===== config.mk =====
export PLATFORM = sky130hd
export DESIGN_NAME = alu_issue_stage
export DESIGN_NICKNAME = d
export VERILOG_FILES = /design/src/rtl/alu_issue_stage.sv
export SDC_FILE = /design/constraint.sdc
export NUM_CORES = 1
export LEC_CHECK = 0
export ABC_AREA = 1
export CORE_MARGIN = 3
export CORE_UTILIZATION = 49
export DETAILED_ROUTE_END_ITERATION = 8
export PLACE_DENSITY_LB_ADDON = 0.08
export SETUP_SLACK_MARGIN = 0.05
export SLEW_MARGIN = 20
export SYNTH_ARGS = -nofsm -noshare
export SYNTH_HDL_FRONTEND = slang
export SYNTH_SLANG_ARGS = --single-unit

===== constraint.sdc =====
create_clock -name clk -period 3.7 [get_ports clk]
set_clock_uncertainty 0.05 [all_clocks]
set_input_delay 0.37 -clock clk [delete_from_list [all_inputs] [get_ports clk]]
set_output_delay 0.37 -clock clk [all_outputs]
set_load 0.05 [all_outputs]

===== src/rtl/alu_issue_stage.sv =====
// ---------------------------------------------------------------------------
// alu_issue_stage
//
// Registered issue/capture wrapper around a purely combinational ALU.
// Requests {a, b, mode} enter a DEPTH-entry FIFO over a valid/ready
// handshake. The FIFO head is presented to the ALU combinationally. The
// ALU's result/carry is captured into a single output slot, which is
// drained over a second valid/ready handshake. Results leave in request
// order.
//
// Ports:
//   clk, rst_n               clock, asynchronous active-low reset
//   in_valid / in_ready      request handshake (in_ready = count < DEPTH)
//   in_a, in_b, in_mode      request operands and 4-bit ALU operation
//   alu_a, alu_b, alu_sel    head entry to the ALU (all zero when empty)
//   alu_result, alu_carry    combinational return from the ALU
//   out_valid / out_ready    result handshake
//   out_result, out_carry    captured ALU result and carry
//   count                    FIFO occupancy, not counting the output slot
// ---------------------------------------------------------------------------
module alu_issue_stage #(
    parameter int WIDTH = 32,
    parameter int DEPTH = 4
) (
    input  logic                       clk,
    input  logic                       rst_n,
    input  logic                       in_valid,
    output logic                       in_ready,
    input  logic [WIDTH-1:0]           in_a,
    input  logic [WIDTH-1:0]           in_b,
    input  logic [3:0]                 in_mode,
    output logic [WIDTH-1:0]           alu_a,
    output logic [WIDTH-1:0]           alu_b,
    output logic [3:0]                 alu_sel,
    input  logic [WIDTH-1:0]           alu_result,
    input  logic                       alu_carry,
    output logic                       out_valid,
    input  logic                       out_ready,
    output logic [WIDTH-1:0]           out_result,
    output logic                       out_carry,
    output logic [$clog2(DEPTH):0]     count
);

    localparam int PW = $clog2(DEPTH);
    localparam int CW = $clog2(DEPTH) + 1;
    localparam logic [CW-1:0] FULL_COUNT = CW'(DEPTH);

    logic [WIDTH-1:0] mem_a    [DEPTH];
    logic [WIDTH-1:0] mem_b    [DEPTH];
    logic [3:0]       mem_mode [DEPTH];

    logic [PW-1:0] wr_ptr;
    logic [PW-1:0] rd_ptr;

    logic empty;
    logic push;
    logic pop;
    logic slot_free;

    // in_ready looks only at the registered count, so a pop in the same
    // cycle never raises it; this keeps out_ready off the in_ready path.
    assign empty     = (count == '0);
    assign in_ready  = (count < FULL_COUNT);
    assign push      = in_valid & in_ready;
    assign slot_free = ~out_valid | out_ready;
    assign pop       = ~empty & slot_free;

    // The head entry drives the ALU directly. Storage is not reset, so an
    // empty FIFO forces zeros rather than exposing stale entries.
    always_comb begin
        alu_a   = '0;
        alu_b   = '0;
        alu_sel = '0;
        if (!empty) begin
            alu_a   = mem_a[rd_ptr];
            alu_b   = mem_b[rd_ptr];
            alu_sel = mem_mode[rd_ptr];
        end
    end

    // FIFO storage. It has no reset because the count and pointers alone
    // decide which entries are live.
    always_ff @(posedge clk) begin
        if (push) begin
            mem_a[wr_ptr]    <= in_a;
            mem_b[wr_ptr]    <= in_b;
            mem_mode[wr_ptr] <= in_mode;
        end
    end

    // Pointers wrap naturally because DEPTH is a power of two.
    // A push and a pop in the same cycle leave the count unchanged.
    always_ff @(posedge clk or negedge rst_n) begin
        if (!rst_n) begin
            wr_ptr <= '0;
            rd_ptr <= '0;
            count  <= '0;
        end else begin
            if (push) begin
                wr_ptr <= wr_ptr + PW'(1);
            end
            if (pop) begin
                rd_ptr <= rd_ptr + PW'(1);
            end
            case ({push, pop})
                2'b10:   count <= count + CW'(1);
                2'b01:   count <= count - CW'(1);
                default: count <= count;
            endcase
        end
    end

    // Output slot. A pop refills it in the same edge that the old result
    // is consumed. When nothing is queued, consumption only clears
    // out_valid, and the data holds its last value.
    always_ff @(posedge clk or negedge rst_n) begin
        if (!rst_n) begin
            out_valid  <= 1'b0;
            out_result <= '0;
            out_carry  <= 1'b0;
        end else if (pop) begin
            out_valid  <= 1'b1;
            out_result <= alu_result;
            out_carry  <= alu_carry;
        end else if (out_valid && out_ready) begin
            out_valid  <= 1'b0;
        end
    end

endmodule


==> metrics.md <==
| Metric | Value |
|---|---|
| Register area share after synthesis | `69.60%` |
| Worst Hold Class | `input pin to flip-flop` |
| VDD IR-drop max | `0.0006436 V` |
| Number of global-route vias before repair | `8955` |
| Stages on the worst setup path | `4` |
| Die X | `170.2 um` |
| Static leakage | `7.391 nW` |
| 1st-pass router iterations | `5` |
| #FFs+latches synth | `313` |
| CP endpoint | `alu_a[6]` |
| Crit Path Category | `flip-flop to output port` |
| Part of the cycle the worst path needs | `86.82%` |
| Cell count after synthesis | `1268` |
| CP Cell Sequence | `buf_4 -> nand3_1 -> a21oi_1 -> clkdlybuf4s50_1` |
| Unique masters post-synth | `21` |
| Worst Max-Slew Pin Slew | `943.4 ps` |
| Io pins | `211` |
| Inst Count DP | `1776` |
| Dpl hpwl | `16920 um` |
| # resized after CTS | `0` |
| Post-synth EDFFs | `272` |
| Cells on worst reg2reg path | `9` |
| DRT antenna net count | `0` |
| WL/cell | `15.57 um` |
| Nets | `1591` |
| WP buf/inv | `2` |
| First-pass GRT wire length | `45710 um` |
| CTS buffer count | `36` |
| Final hold vios | `0` |
| Critical-path top delay cell | `clkdlybuf4s50_1` |
| Minimum clock period | `3212 ps` |
| Worst setup SP type | `flip-flop` |
| RSZ-0062 raised after global routing | `false` |
| CTS Root Cell | `clkbuf_16` |
| Clock transition at path regs | `60 ps` |
| Status | `finished clean` |
| Post-synth top flop | `edfxtp_1` |
| Hold slack | `350.5 ps` |
| Terminus of the critical flop-to-flop path | `count[2]` |
| Row count | `59` |
| Most common cell after layout, fill and taps aside | `nand2_1` |
| CTS Buffer Depth | `3` |
| Most frequent cells in the layout | `nand2_1 (382), inv_1 (284), edfxtp_1 (272), clkdlybuf4s50_1 (170), nand3_1 (138)` |
| Crit path DAT | `2790 ps` |
| Filler cells | `2109` |
| YS warnings | `0` |
| Synth Area per Inst | `10.42 um^2` |
| FF-to-FF Start | `count[2]` |
| Antenna violations before repair | `0` |
| Hold Crit Start | `alu_result[25]` |
| GRT Util Overall | `20.01%` |
| Initial drt markers | `555` |
| Reg2Reg Setup Slack | `1680 ps` |
| Remaining Overflow, GRT | `0` |
| # DRC | `0` |
| Max Slew Vio Count | `0` |
| Setup-failing EPs final | `0` |
| Synthesized area | `13210 um^2` |
| Area post-placement | `15530 um^2` |
| Cell Pwr Density | `961.0 nW/um^2` |
| Fin area | `16670 um^2` |
| Crit-path max FO | `70` |
| Total core area | `26280 um^2` |
| CP top delay family | `buffers and inverters` |
| Routed wire length | `28660 um` |
| Die ar. | `28960 um^2` |
| MaxCap Viol Count | `0` |
| FMAX | `0.3113 GHz` |
| Critical path's largest stage delay | `850 ps` |
| Ys async rst share | `13.10%` |
| RePlAce Congestion | `0.7467` |
| Initial core utilization | `50.26%` |
| Vias per cell | `4.806` |
| Final cell count without fillers | `1841` |
| Skew-Pair Late Insertion Delay | `490 ps` |
| Sinks on Clock Net | `313` |
| # diodes | `0` |
| Worst Setup SP | `rd_ptr[1]` |
| Area grow syn2layout | `26.17%` |
| # H-tree levels | `2` |
| Post-Syn Nets | `1379` |
| Critical Path RT | `3280 ps` |
| Nature of the critical path endpoint | `output port` |
| Via count | `8847` |
| Input/output buffers | `210` |
| Layout cells sized above 1 | `8.300%` |
| Slew margin rel. | `37.11%` |
| Die Ht | `170.2 um` |
| Pin count of the biggest net entering global routing | `139` |
| CTS tree | `done` |
worst min-delay path, delay by kind of cell:
| family | cells | cell delay [ps] |
|---|---|---|
| buf+inv | 1 | 390 |
| simple gates | 2 | 100 |
registers in the layout, summed over array words and instances (netlist names):
name        cells
mem_mode       16
mem_b         128
out_result     32
count           3
out_carry       1
rd_ptr          2
mem_a         128
out_valid       1
wr_ptr          2
per-layer routing:
metal  part of all wire [%]  global-route usage (%)
met5                      0                       0
met4                    2.1                   5.926
met3                    7.5                   5.389
met2                     48                   33.98
met1                     42                   25.38
worst min path at each step:
stage | endpoint | slack, ps | depth (start not counted)
after floorplan | count[0] | 20 | 0
after global placement | out_result[13] | 410 | 2
after detailed placement | out_result[20] | 410 | 2
after CTS | out_result[29] | 330 | 3
after global routing | out_result[18] | 350 | 3
final | out_result[25] | 350 | 3
through the flow:
stage / util (%) / setup TNS (ps) / setup WS, ps / power [mW]
2_1_floorplan: - / -227600 / -836.8 / 10.37
3_3_place_gp: 59.11 / 0 / 992.3 / 12.82
3_5_place_dp: 59.11 / 0 / 996.6 / 12.87
4_1_cts: 63.42 / 0 / 452.5 / 16.22
5_1_grt: 63.42 / 0 / 286.6 / 16.91
6_report: 63.42 / 0 / 487.7 / 16.02
synth_stat cells, types with 2 or more instances:
library cell	count	area, um^2
buf_2	39	195.2
edfxtp_1	272	8168
nand3_1	138	690.7
a21oi_1	69	345.3
clkbuf_1	10	37.54
xnor2_1	2	17.52
dfrtp_1	41	1026
buf_4	5	37.54
nor2_1	5	18.77
buf_1	2	7.510
ha_1	5	62.56
nand2_1	382	1434
inv_2	5	18.77
o21ai_0	2	10.01
buf_6	2	22.52
inv_1	284	1066
layout make-up:
class	instances	area [um^2]	share of cell area [%]
clock inverter	10	51.30	0.3078
sequential	313	9199	55.20
inverter	289	1087	6.524
tap	335	419.2	2.515
multi-input combinational	608	2660	15.96
timing repair buffer	232	2180	13.08
clock buffer	54	1070	6.419
where the power goes:
group          total, mW  leakage, nW  switching (mW)  internal [mW]
Combinational       7.92         3.87            5.68           2.23
Sequential          4.81         2.97           0.220           4.59
Clock               3.29        0.551            1.30           1.99
Total               16.0         7.39            7.20           8.81
logic make-up (layout without fill, tap and decap cells):
| family | Yosys count | count (layout) | synth area share [%] |
|---|---|---|---|
| buffers and inverters | 347 | 585 | 10.49 |
| AOI/OAI and AO/OA | 71 | 71 | 2.690 |
| DFF | 313 | 313 | 69.60 |
| xor gates and xnor gates | 3 | 3 | 0.1990 |
| and+or+nand+nor | 528 | 528 | 16.40 |
| adders and majority gates | 6 | 6 | 0.6252 |
what timing repair did:
item	CTS	global route
setup buffers	0	0
hold endpoints to repair	3	0
hold buffers	1	0
No activity file was read; power rests on OpenSTA's default activity.
